### src/rtl/alu_pkg.sv
`default_nettype none
// +----------------------------------------------------------------------+
// | Package : alu_pkg                                                    |
// | Brief   : ALUControl encodings, divide-sequencer state encoding and  |
// |           opcode classification helpers shared by the ALU blocks.    |
// | Rev     : 1.0  initial release                                       |
// +----------------------------------------------------------------------+
package alu_pkg;

  localparam int CTRL_W = 5;

  // ALUControl encodings
  localparam logic [CTRL_W-1:0] ALU_ADD  = 5'b00000;
  localparam logic [CTRL_W-1:0] ALU_SUB  = 5'b00001;
  localparam logic [CTRL_W-1:0] ALU_AND  = 5'b00010;
  localparam logic [CTRL_W-1:0] ALU_OR   = 5'b00011;
  localparam logic [CTRL_W-1:0] ALU_XOR  = 5'b00100;
  localparam logic [CTRL_W-1:0] ALU_SLT  = 5'b00101;
  localparam logic [CTRL_W-1:0] ALU_DIV  = 5'b00110;
  localparam logic [CTRL_W-1:0] ALU_DIVU = 5'b00111;
  localparam logic [CTRL_W-1:0] ALU_REM  = 5'b01000;
  localparam logic [CTRL_W-1:0] ALU_REMU = 5'b01001;
  localparam logic [CTRL_W-1:0] ALU_SLL  = 5'b01010;
  localparam logic [CTRL_W-1:0] ALU_SRL  = 5'b01011;
  localparam logic [CTRL_W-1:0] ALU_SRA  = 5'b01100;
  localparam logic [CTRL_W-1:0] ALU_SLTU = 5'b01101;

  // Divide sequencer states
  typedef enum logic [1:0] {
    S_IDLE = 2'b00,
    S_BUSY = 2'b01,
    S_DONE = 2'b10
  } div_state_t;

  // True for any of the four divide-group operations
  function automatic logic is_div_op(input logic [CTRL_W-1:0] code);
    return (code == ALU_DIV) || (code == ALU_DIVU) ||
           (code == ALU_REM) || (code == ALU_REMU);
  endfunction

  // True for the signed variants (operands are two's complement)
  function automatic logic is_signed_op(input logic [CTRL_W-1:0] code);
    return (code == ALU_DIV) || (code == ALU_REM);
  endfunction

  // True when the quotient (rather than the remainder) is returned
  function automatic logic is_quot_op(input logic [CTRL_W-1:0] code);
    return (code == ALU_DIV) || (code == ALU_DIVU);
  endfunction

endpackage
`default_nettype wire

### src/rtl/div_step.sv
`default_nettype none
// +----------------------------------------------------------------------+
// | Module : div_step                                                    |
// | Brief  : One restoring-division iteration: shift {rem,quo} left by   |
// |          one, trial-subtract the divisor, keep it when non-negative. |
// | Rev    : 1.0  initial release                                        |
// +----------------------------------------------------------------------+
module div_step #(
  parameter int XLEN = 32
) (
  input  logic [XLEN-1:0] rem,
  input  logic [XLEN-1:0] quo,
  input  logic [XLEN-1:0] divisor,
  output logic [XLEN-1:0] rem_next,
  output logic [XLEN-1:0] quo_next
);

  // The shifted remainder can briefly need one extra bit before the subtract
  logic [XLEN:0]   w_shift;
  logic            w_ge;
  logic [XLEN-1:0] w_diff;

  // Shift, compare against the divisor, and pick the restored or reduced value
  always_comb begin
    w_shift  = {rem, quo[XLEN-1]};
    w_ge     = (w_shift >= {1'b0, divisor});
    // When w_ge holds the true difference is below the divisor, so the low bits suffice
    w_diff   = w_shift[XLEN-1:0] - divisor;
    rem_next = w_ge ? w_diff : w_shift[XLEN-1:0];
    quo_next = {quo[XLEN-2:0], w_ge};
  end

endmodule
`default_nettype wire

### src/rtl/alu_div_sequencer.sv
`default_nettype none
// +----------------------------------------------------------------------+
// | Module : alu_div_sequencer                                           |
// | Brief  : Multi-cycle DIV/DIVU/REM/REMU sequencer beside the ALU.     |
// |          Bit-serial restoring divider, pipeline stall while busy,    |
// |          one-cycle result_valid pulse, flush and special cases.      |
// | Rev    : 1.0  initial release                                        |
// +----------------------------------------------------------------------+
module alu_div_sequencer
  import alu_pkg::*;
#(
  parameter int XLEN       = 32,
  parameter int CTRL_WIDTH = 5
) (
  input  logic                  clk,
  input  logic                  reset,
  input  logic                  req_valid,
  input  logic [CTRL_WIDTH-1:0] ALUControl,
  input  logic [XLEN-1:0]       op_a,
  input  logic [XLEN-1:0]       op_b,
  input  logic                  flush,
  output logic                  req_ready,
  output logic                  stall,
  output logic                  result_valid,
  output logic [XLEN-1:0]       result
);

  localparam int CNT_W = $clog2(XLEN);
  localparam logic [CNT_W-1:0] c_cnt_last = CNT_W'(XLEN - 1);
  localparam logic [CNT_W-1:0] c_cnt_one  = CNT_W'(1);
  localparam logic [XLEN-1:0]  c_int_min  = {1'b1, {(XLEN-1){1'b0}}};

  div_state_t            r_state;
  div_state_t            w_state_nx;
  logic [CNT_W-1:0]      r_count;
  logic [CTRL_WIDTH-1:0] r_op;
  logic                  r_neg_q;
  logic                  r_neg_r;
  logic [XLEN-1:0]       r_rem;
  logic [XLEN-1:0]       r_quo;
  logic [XLEN-1:0]       r_div;
  logic [XLEN-1:0]       r_result;

  logic                  w_accept;
  logic                  w_signed;
  logic                  w_a_neg;
  logic                  w_b_neg;
  logic [XLEN-1:0]       w_abs_a;
  logic [XLEN-1:0]       w_abs_b;
  logic                  w_div_zero;
  logic                  w_ovf;
  logic                  w_special;
  logic [XLEN-1:0]       w_special_res;
  logic [XLEN-1:0]       w_rem_nx;
  logic [XLEN-1:0]       w_quo_nx;
  logic [XLEN-1:0]       w_final;

  // Accept decode, operand magnitudes and special-case detection
  always_comb begin
    w_accept   = (r_state == S_IDLE) & req_valid & is_div_op(ALUControl) & !flush & !reset;
    w_signed   = is_signed_op(ALUControl);
    w_a_neg    = w_signed & op_a[XLEN-1];
    w_b_neg    = w_signed & op_b[XLEN-1];
    w_abs_a    = w_a_neg ? -op_a : op_a;
    w_abs_b    = w_b_neg ? -op_b : op_b;
    w_div_zero = (op_b == '0);
    w_ovf      = w_signed & (op_a == c_int_min) & (op_b == '1);
    w_special  = w_div_zero | w_ovf;
    if (w_div_zero) begin
      w_special_res = is_quot_op(ALUControl) ? '1 : op_a;
    end else begin
      w_special_res = is_quot_op(ALUControl) ? c_int_min : '0;
    end
  end

  div_step #(
    .XLEN     (XLEN)
  ) u_div_step (
    .rem      (r_rem),
    .quo      (r_quo),
    .divisor  (r_div),
    .rem_next (w_rem_nx),
    .quo_next (w_quo_nx)
  );

  // Sign fix applied to the outcome of the final iteration
  always_comb begin
    if (is_quot_op(r_op)) begin
      w_final = r_neg_q ? -w_quo_nx : w_quo_nx;
    end else begin
      w_final = r_neg_r ? -w_rem_nx : w_rem_nx;
    end
  end

  // State register
  always_ff @(posedge clk or posedge reset) begin
    if (reset) begin
      r_state <= S_IDLE;
    end else begin
      r_state <= w_state_nx;
    end
  end

  // Next-state logic
  always_comb begin
    w_state_nx = r_state;
    case (r_state)
      S_IDLE: begin
        if (w_accept) begin
          w_state_nx = w_special ? S_DONE : S_BUSY;
        end
      end
      S_BUSY: begin
        if (flush) begin
          w_state_nx = S_IDLE;
        end else if (r_count == '0) begin
          w_state_nx = S_DONE;
        end
      end
      S_DONE:  w_state_nx = S_IDLE;
      default: w_state_nx = S_IDLE;
    endcase
  end

  // Operand latch, iteration datapath, counter and result register
  always_ff @(posedge clk or posedge reset) begin
    if (reset) begin
      r_count  <= '0;
      r_op     <= '0;
      r_neg_q  <= 1'b0;
      r_neg_r  <= 1'b0;
      r_rem    <= '0;
      r_quo    <= '0;
      r_div    <= '0;
      r_result <= '0;
    end else if (w_accept) begin
      r_op    <= ALUControl;
      r_neg_q <= w_a_neg ^ w_b_neg;
      r_neg_r <= w_a_neg;
      r_rem   <= '0;
      r_quo   <= w_abs_a;
      r_div   <= w_abs_b;
      r_count <= c_cnt_last;
      if (w_special) begin
        r_result <= w_special_res;
      end
    end else if ((r_state == S_BUSY) && !flush) begin
      r_rem <= w_rem_nx;
      r_quo <= w_quo_nx;
      if (r_count == '0) begin
        r_result <= w_final;
      end else begin
        r_count <= r_count - c_cnt_one;
      end
    end
  end

  // Handshake and result outputs; a flushed DONE cycle never reports valid
  always_comb begin
    req_ready    = (r_state == S_IDLE) & !reset;
    stall        = (r_state == S_BUSY) | w_accept;
    result_valid = (r_state == S_DONE) & !flush;
    result       = r_result;
  end

endmodule
`default_nettype wire

### config.mk
export PLATFORM = sky130hd
export DESIGN_NAME = alu_div_sequencer
export DESIGN_NICKNAME = d
export VERILOG_FILES = /design/src/rtl/alu_pkg.sv /design/src/rtl/div_step.sv /design/src/rtl/alu_div_sequencer.sv
export SDC_FILE = /design/constraint.sdc
export NUM_CORES = 1
export LEC_CHECK = 0
export BUFFER_PORTS_ARGS = -buffer_cell sky130_fd_sc_hd__clkbuf_2
export CAP_MARGIN = 20
export CORE_MARGIN = 2
export CORE_UTILIZATION = 30
export CTS_CLUSTER_DIAMETER = 40
export DETAILED_ROUTE_END_ITERATION = 7
export PLACE_DENSITY = 0.45
export SLEW_MARGIN = 40
export SYNTH_ARGS = -nofsm -noshare
export SYNTH_HDL_FRONTEND = slang
export SYNTH_SLANG_ARGS = --single-unit
### constraint.sdc
create_clock -name clk -period 10.9 [get_ports clk]
set_clock_uncertainty 0.15 [all_clocks]
set_input_delay 1.09 -clock clk [delete_from_list [all_inputs] [get_ports clk]]
set_output_delay 1.09 -clock clk [all_outputs]
set_load 0.01 [all_outputs]
Yosys cells after proc, flatten, opt, wreduce, memory -nomap -nowiden --
Index checks and enable logic that the tools add are counted.
Word-level totals: register bits after elaboration 142
Operators by class: reduce and logical (&&, ||, !) cells 16, bitwise operators 13, mux-type cells 25, equality and inequality tests 14, add/subtract/negate cells 6, $lt $le $gt $ge 1
Operators by type and width (count):
- two-way mux 32 bit | 17
- negation 32 bit | 4
- equality test 32 bit (second input constant) | 2
- greater-or-equal comparator 33 x 32 -> 1 bit | 1
- zero test 32 bit | 1
- subtractor 32 bit | 1
- equality test 5 x 3 -> 1 bit (second input constant) | 4
- two-way mux 5 bit | 3
- bitwise AND 1 bit | 10
- equality test 5 x 4 -> 1 bit (second input constant) | 2
- two-way mux 2 bit | 4
- zero test 5 bit | 1
- logical OR 1 bit | 5
- subtractor 5 x 1 -> 5 bit (second input constant) | 1
- != test 2 bit (second input constant) | 2
- one-hot mux 2 bit (2 select lines) | 1
- AND reduction 2 bit | 2
- nonzero test 2 bit | 2
- != test 3 bit (second input constant) | 1
- AND reduction 3 bit | 1
- equality test 2 x 1 -> 1 bit (second input constant) | 1
- equality test 2 bit (second input constant) | 1
- zero test 1 bit | 2
- zero test 2 bit | 1
- 4 further kinds | 5

Logic depth before layout (Yosys ltp) --
Gate-level depths: netlist of run 1.
word-level depth 9, mapped depth 24, depth with buffers taken out 20

Cells and area by module --
A second synthesis of run 1 with hierarchy kept.
Unflattened totals: cell total of the unflattened synthesis 1414, area, all modules 11658.7 um^2
Modules (own cells, without submodules):
- alu_div_sequencer | area an instance 9087.5 um^2, seq. area each 3528.4 um^2, cells an instance 1059, times used 1
- div_step | area an instance 2571.2 um^2, seq. area each 0.0 um^2, cells an instance 355, times used 1

Least setup slack after synthesis of run 1 --
Ideal clock, no wire load.
path type flip-flop to flip-flop, start reg r_rem[4], end reg r_result[24], in the netlist result[24], arrival time 4706 ps, clock period less this slack 4966 ps, library setup time 110 ps, path buffers 3, setup slack 5934 ps, stages on the path, launching flop included 23, path through dfrtp_1 -> ha_1 -> buf_2 -> nand4_2 -> or2_0 -> a21o_1 -> a2111oi_4 -> o31ai_4 -> nand2_8 -> buf_6 -> buf_4 -> nand2_1 -> o21ai_0 -> ha_1 -> inv_1 -> or4_1 -> nor4_2 -> nand4_1 -> nor3_1 -> o21ai_1 -> nor2_1 -> a211oi_1 -> o41ai_1
On the way: longest elaborated chain between the ends 8
Ends and longest elaborated chain:
- from (decl) | line alu_div_sequencer.sv:39 | logic [XLEN-1:0] r_rem;
- from (signal assigned) | line alu_div_sequencer.sv:148 | r_rem <= w_rem_nx;
- subtractor 32 bit / greater-or-equal comparator 33 x 32 -> 1 bit (equally long branches) | line div_step.sv:28, div_step.sv:26
- two-way mux 32 bit | line div_step.sv:29 | rem_next = w_ge ? w_diff : w_shift[XLEN-1:0];
- negation 32 bit | line alu_div_sequencer.sv:91 | w_final = r_neg_r ? -w_rem_nx : w_rem_nx;
- two-way mux 32 bit | line alu_div_sequencer.sv:91
- two-way mux 32 bit * | line alu_div_sequencer.sv:88 | if (is_quot_op(r_op)) begin
- two-way mux 32 bit * | line alu_div_sequencer.sv:150 | if (r_count == '0) begin
- two-way mux 32 bit * | line alu_div_sequencer.sv:147 | end else if ((r_state == S_BUSY) && !flush) begin
- two-way mux 32 bit * | line alu_div_sequencer.sv:136 | end else if (w_accept) begin
- to (signal assigned) | line alu_div_sequencer.sv:145 | r_result <= w_special_res;
- to (signal assigned) | line alu_div_sequencer.sv:151 | r_result <= w_final;
- to (decl) | line alu_div_sequencer.sv:42 | logic [XLEN-1:0] r_result;
Mark *: on every way between the ends. The rest lies on a longest branch, timed or not. The select of a mux whose other input is x is not followed. A chain may end at the register's enable or synchronous reset.

Worst setup path in the final report of run 1 --
start reg r_rem[5], end reg r_result[30], in the netlist result[30]
Same word-level chain as after synthesis.

==> results of run 1 <==
[routing by layer]
layer  GRT usage, %  share of wire, %  vias up  wire length [um]
li1               -                 -     5588                 -
met1          30.45                48     5627             21180
met2          33.70                45      310             19910
met3          3.112               4.5       45              1992
met4          5.761               1.9        2               826
met5              0             0.016        -                 7
[path summary, 6_finish.rpt]
path / end / from / slack [ns] / cells after the start
worst max register to register: result[30] / r_rem[5] / 4.99 / 18
min in group asynchronous: r_state[0] / reset / 0.61 / 2
worst max-delay path: result[30] / r_rem[5] / 4.99 / 18
worst min register to register: r_div[12] / r_div[12] / 0.33 / 2
worst min-delay path: r_div[12] / r_div[12] / 0.33 / 2
max in group asynchronous: r_rem[21] / reset / 8.96 / 3
[worst register-to-register path, delay by kind of cell, from the launching register on]
kind	cells	cell delay, ns
DFF	1	0.45
muxes	1	0.39
buffers and inverters	1	0.06
and+or+nand+nor	6	1.78
xor gates and xnor gates	1	0.14
adders and majority gates	2	0.69
AOI/OAI and AO/OA	7	2.08
[sequential cells by signal, indices dropped and copies added, names as in the netlist]
name / flops
r_quo: 32
r_state: 2
r_op: 4
result: 32
r_rem: 32
r_div: 32
r_count: 5
r_neg_q: 1
r_neg_r: 1
[power groups by stage]
stage | clock, mW | combinational (mW) | sequential (mW)
after floorplan | 0 | 2.04 | 0.803
after global placement | 0 | 2.75 | 0.867
after detailed placement | 0 | 2.73 | 0.870
after CTS | 0.658 | 2.74 | 0.863
after global routing | 0.677 | 3.05 | 0.889
final | 0.647 | 2.76 | 0.867
[cells in the mapped netlist, types with 6 or more instances]
cell	instances
xor2_1	77
o21ai_0	172
nand3_1	61
nand4_1	20
and2_1	14
a31oi_1	29
inv_1	53
o31ai_1	26
o211ai_1	21
nor2_1	128
nor3_1	45
clkbuf_1	65
o21ai_1	14
a22oi_1	17
a211oi_1	12
dfrtp_1	141
ha_1	39
a21oi_1	82
o41ai_1	15
a21o_1	12
or3_1	8
nor4_1	17
xnor2_1	63
or4_1	12
nand3b_1	6
nand2b_1	11
a221oi_1	6
buf_2	7
or2_2	6
mux2i_1	37
nand2_1	181
o21a_1	7
[layout make-up]
cell class	instances	area (um2)	share of cell area (%)
well taps	518	648.1	4.803
clock buffers	23	498.0	3.690
clock inverters	9	132.6	0.9828
multi-input cells	1229	7775	57.61
inverters	55	219.0	1.622
flip-flops and latches	141	3528	26.15
repair buffers	126	694.4	5.146
[through the flow]
stage          util (%)  power, mW
4_1_cts           34.79      4.265
3_5_place_dp      33.16      3.604
5_1_grt           34.84      4.611
6_report          34.84      4.276
3_3_place_gp      33.09      3.612
2_1_floorplan         -      2.846
[cells by family after synthesis]
| kind of cell | share of synthesized area (%) |
|---|---|
| compound gates | 24.88 |
| xor+xnor | 10.38 |
| fa+ha+maj | 4.302 |
| buf+inv | 4.831 |
| flops | 29.88 |
| mux | 3.232 |
| simple gates | 22.49 |
==> metrics.yaml, run 1 <==
status: "completed"
drtPass1Iterations: 7
clock_latency_ns: 0.45
startpoint_type: "register"
p_leak_nw: 5.587
sw_frac_of_total_pct: 52.13
yosysTopAreaCellShare_pct: 29.88
hpwl_mm: 33.55
cp.buffers_inverters: 1
dieArea_um2: 40970
cts_repair_resize_count: 0
port_buffers: 107
fillers: 4214
crit_chain: "ha_1 > a21oi_2 > nand2_1 > a31oi_1 > a2111oi_4 > o31ai_4 > nand2_8 > o21ai_0 > ha_1 > inv_1 > or4_1 > nor4_2 > nand4_1 > mux2i_1 > nand3_1 > o31ai_2 > xnor2_1 > o21ai_1"
synth-seq-cells: 141
tightest_slew_ns: 0.8612
cts.reportedPaths.clkPinSlew_ns: 0.07
io-pin-count: 108
fmaxAchievable_mhz: 169.3
dp.cells: 2069
start_util_pct: 30.48
drc_errors: 0
report.final.slew_viol_count: 0
tritoncts: "built"
final_cell_mix: "181 x nand2_1, 172 x o21ai_0, 141 x dfrtp_1, 127 x nor2_1, 107 x clkbuf_2"
die_w_um: 202.4
gp_congestion: 0.8894
seqPwrFrac_pct: 20.3
rsz0062_at_grt: "no"
drive_gt1_share_pct: 12.95
antenna_found_initial: 2
cp_max_fo: 54
ys_seq_area_share_pct: 29.88
overflow: 0
final_common_cell: "nand2_1"
cts.htree.levels: 4
fin_area_um2: 13500
hold_buffers: 0
cell_internal_pwr_mw: 2.047
grt_pass1_wl_mm: 67.32
arrival_ns: 6.06
worst_path_max_delay_cell: "or4_1"
fp.dieH_um: 202.4
holdWs_ns: 0.3276
synth_top_cells_by_area: "dfrtp_1 30%, o21ai_0 7.3%, nand2_1 5.8%"
wl_per_cell_um: 20.90
critPathTopFamily: "compound AO/OA/AOI/OAI gates"
syn_to_final_growth_pct: 14.28
cts.sinks: 141
synth_cells: 1509
cts_setup_buffers: 0
critPathRequiredTime_ns: 11.06
final_nets: 1683
syn-cell-area_um2: 11810
path_class: "register to register"
p_switching_mw: 2.229
insertedDiodeCount: 0
grt_usage_pct: 21.38
hp-class: "register to register"
final_hold_viol_count: 0
maxCapViolations: 0
synthFlopType: "dfrtp_1"
drt_iter0_markers: 873
synthArstFlopShare_pct: 100.0
via_per_inst: 5.508
period_minus_slack_ns: 5.905
synthDistinctLibCells: 84
root_buffer: "clkbuf_16"
setup_tns_ns: 0
power_frac_comb_pct: 64.6
fin_crit_sh_pct: 54.17
powerDensity_nw_per_um2: 316.9
core-area_um2: 38740
cp_common_cell: "ha_1"
synth_nets: 1622
clockBufferDepth: 2
grt_pass1_vias: 11050
clkPwrFrac_pct: 15.1
synth_top_cell_by_area: "dfrtp_1"
via_count: 11570
numCtsBuffers: 17
row_count: 72
setup_violations: 0
fin_cells: 2101
yosys_warnings: 0
placed_cell_area_um2: 12840
setup_ws_ns: 4.995
endpoint_kind: "register"
max_stage_delay_ns: 0.56
grt_max_degree: 86
place_worst_setup_slack_ns: 5.081
finalWirelength_mm: 43.91
slew_headroom_pct: 42.14
post_synth.cell_area_avg_um2: 7.826
vdd_drop_max_v: 0.0001744
final_antenna_net_count: 0
synth_edf_count: 0
(Power assumes the default switching activity.)
==> inputs of run 2 (changes only) <==
Settings changed: PLACE_DENSITY 0.45 to 0.47.
Clock period 10.9 ns to 4.8 ns, I/O delays scaled along.
==> run 2 against run 1 <==
  * The run now ends with hold timing left
  * Register-to-register slack got worse by 4.8 ns
  * Via count rose by 3.0%
  * Combinational power rose to 2.6 times the previous value
  * Design area rose by 5.6%
  * Sequential share of layout area fell by 1.4 points
  * Critical path type unchanged
==> metrics.yaml, run 2 (synthesized netlist as in run 1, its figures left out) <==
syn_to_final_growth_pct: 20.68  # was 14.28%
arrival_ns: 4.73  # was 6.06 ns
power_frac_comb_pct: 67.7  # was 64.6%
clock_latency_ns: 0.45  # about the same
dieArea_um2: 40970  # unchanged
finalWirelength_mm: 44.68  # was 43.91 mm
status: "complete, but fails checks"  # was completed
ff2ff_setup_slack_ns: 0.22  # was 4.99 ns
hp-class: "primary input to async pin"  # was register to register
max_stage_delay_ns: 0.45  # was 0.56 ns
wl_met1_mm: 21.74  # was 21.18 mm
clockBufferDepth: 2  # unchanged
port_buffers: 107  # unchanged
insertedDiodeCount: 0  # unchanged
period_minus_slack_ns: 4.576  # was 5.905 ns
p_switching_mw: 5.365  # was 2.229 mW
grt_max_degree: 92  # was 86
critPathRequiredTime_ns: 4.95  # was 11.06 ns
final_hold_viol_count: 36  # was 0
fillers: 4162  # was 4214
r2r-end: "result[30]"  # unchanged
tritoncts: "built"  # unchanged
p_leak_nw: 6.009  # was 5.587 nW
cell_internal_pwr_mw: 5.349  # was 2.047 mW
final_common_cell: "nand2_1"  # unchanged
cp_common_cell: "mux2i_2"  # was ha_1
routed.top_layer: "met4"  # was met5
fin_cells: 2181  # was 2101
vdd_drop_max_v: 0.0003424  # was 0.0001744 V
maxCapViolations: 0  # unchanged
crit_chain: "ha_4 > nand4_2 > or2_1 > a21o_1 > a2111oi_4 > o31ai_4 > nand2_8 > mux2i_2 > ha_2 > inv_1 > or4_4 > nor4_4 > nand4_1 > mux2i_2 > nand3_1 > o31ai_2 > xnor2_1 > o21ai_1"  # was ha_1 > a21oi_2 > nand2_1 > a31oi_1 > a2111oi_4 > o31ai_4 > nand2_8 > o21ai_0 > ha_1 > inv_1 > or4_1 > nor4_2 > nand4_1 > mux2i_1 > nand3_1 > o31ai_2 > xnor2_1 > o21ai_1
place_worst_setup_slack_ns: -0.02710  # was 5.081 ns
core-area_um2: 38740  # unchanged
cts.sinks: 141  # unchanged
drt_iter0_markers: 985  # was 873
row_count: 72  # unchanged
report.final.slew_viol_count: 0  # unchanged
wl_per_cell_um: 20.48  # was 20.90 um
final_util_pct: 36.79  # was 34.84%
hpwl_mm: 34.46  # was 33.55 mm
seqPwrFrac_pct: 17.7  # was 20.3%
numCtsBuffers: 17  # unchanged
fin_crit_sh_pct: 95.34  # was 54.17%
cts.htree.levels: 4  # unchanged
gp_congestion: 0.9243  # was 0.8894
endpoint_kind: "register"  # unchanged
startpoint_type: "register"  # unchanged
wl_met3_mm: 1.778  # was 1.992 mm
root_buffer: "clkbuf_16"  # unchanged
fin_area_um2: 14250  # was 13500 um2
cts.reportedPaths.clkPinSlew_ns: 0.06  # was 0.07 ns
grt_usage_pct: 21.95  # was 21.38%
grt_pass1_vias: 11380  # was 11050
dp.cells: 2143  # was 2069
worst_path_max_delay_cell: "a2111oi_4"  # was or4_1
holdWs_ns: -0.03341  # was 0.3276 ns
via_count: 11920  # was 11570
multi_input_area_um2: 7883  # was 7775 um2
clkPwrFrac_pct: 14.6  # was 15.1%
cp_max_fo: 5  # was 54
drc_errors: 0  # unchanged
antenna_found_initial: 2  # unchanged
violations: "hold timing"
reg2regPathDepth: 18  # unchanged
path_class: "register to register"  # unchanged
setup_ws_ns: 0.2235  # was 4.995 ns
fmaxAchievable_mhz: 218.5  # was 169.3 MHz
tightest_slew_ns: 0.8570  # was 0.8612 ns
drtPass1Iterations: 7  # unchanged
powerDensity_nw_per_um2: 751.8  # was 316.9 nW/um2
drive_gt1_share_pct: 18.22  # was 12.95%
placed_cell_area_um2: 13420  # was 12840 um2
die_w_um: 202.4  # unchanged
final_cell_mix: "181 x nand2_1, 170 x o21ai_0, 141 x dfrtp_1, 126 x nor2_1, 107 x clkbuf_2"  # was 181 x nand2_1, 172 x o21ai_0, 141 x dfrtp_1, 127 x nor2_1, 107 x clkbuf_2
fp.dieH_um: 202.4  # unchanged
slew_headroom_pct: 42.73  # was 42.14%
r2r_start: "r_rem[5]"  # unchanged
overflow: 0  # unchanged
io-pin-count: 108  # unchanged
register_area_um2: 3528  # unchanged
sw_frac_of_total_pct: 50.08  # was 52.13%
start_util_pct: 30.48  # unchanged
setup_violations: 0  # unchanged
final_nets: 1763  # was 1683
grt_pass1_wl_mm: 69.53  # was 67.32 mm
via_per_inst: 5.464  # was 5.508
dr_wl_met2_mm: 20.38  # was 19.91 mm
final_antenna_net_count: 0  # unchanged
[run 2: cell count changes in the layout (fill, tap and decap cells not counted), sizes merged]
cell and change:
clkinvlp -1, bufinv +2, clkinv -1, buf +80
[run 2: metal layers]
metal	vias up	global-route usage [%]
met5	-	0
met4	0	5.761
met3	39	2.580
met1	5784	31.64
li1	5768	-
met2	327	34.67
[run 2: per-stage QoR]
| step | power, mW | TNS [ns] |
|---|---|---|
| after CTS | 10.58 | 0 |
| after global placement | 8.982 | 0 |
| after floorplan | 6.531 | 0 |
| after detailed placement | 8.970 | -0.02710 |
| final | 10.71 | 0 |
| after global routing | 11.50 | -0.04932 |
[run 2: power by group through the flow]
stage	combinational [mW]	sequential (mW)	clock (mW)
floorplan	4.71	1.82	0
detailed placement	7.08	1.89	0
global route	7.92	1.95	1.64
finish	7.26	1.90	1.56
CTS	7.11	1.87	1.59
global placement	7.10	1.89	0
[run 2: worst max path at each step]
stage               from    endpoint  slack, ns  cells past startpoint
2_1_floorplan   r_rem[5]  result[24]    0.00007                     20
3_3_place_gp   r_rem[19]  result[30]       0.07                     18
3_5_place_dp   r_rem[19]  result[30]      -0.03                     18
4_1_cts        r_rem[19]  result[30]      0.005                     18
5_1_grt         r_rem[6]  result[24]      -0.02                     18
6_report        r_rem[5]  result[30]       0.22                     18
[run 2: final cells by class]
| class | instances | area share [%] |
|---|---|---|
| clock buffer | 23 | 3.494 |
| inverter | 55 | 1.536 |
| clock inverter | 9 | 1.264 |
| tap | 518 | 4.548 |
| timing repair buffer | 206 | 9.087 |
| multi-input combinational | 1229 | 55.31 |
| sequential | 141 | 24.76 |
[run 2: worst max-delay path, delay by kind of cell (launching register included)]
family	cells	cell delay, ns
simple gates	7	1.51
flops	1	0.42
mux	2	0.52
xor+xnor	1	0.14
compound gates	5	1.10
fa+ha+maj	2	0.52
buf+inv	1	0.05
[run 2: what timing repair did]
item	4_1_cts	5_1_grt
pin swaps	0	15
setup endpoints to repair	3	10
gates resized for setup	2	19
hold buffers	0	0
buffers inserted	0	6
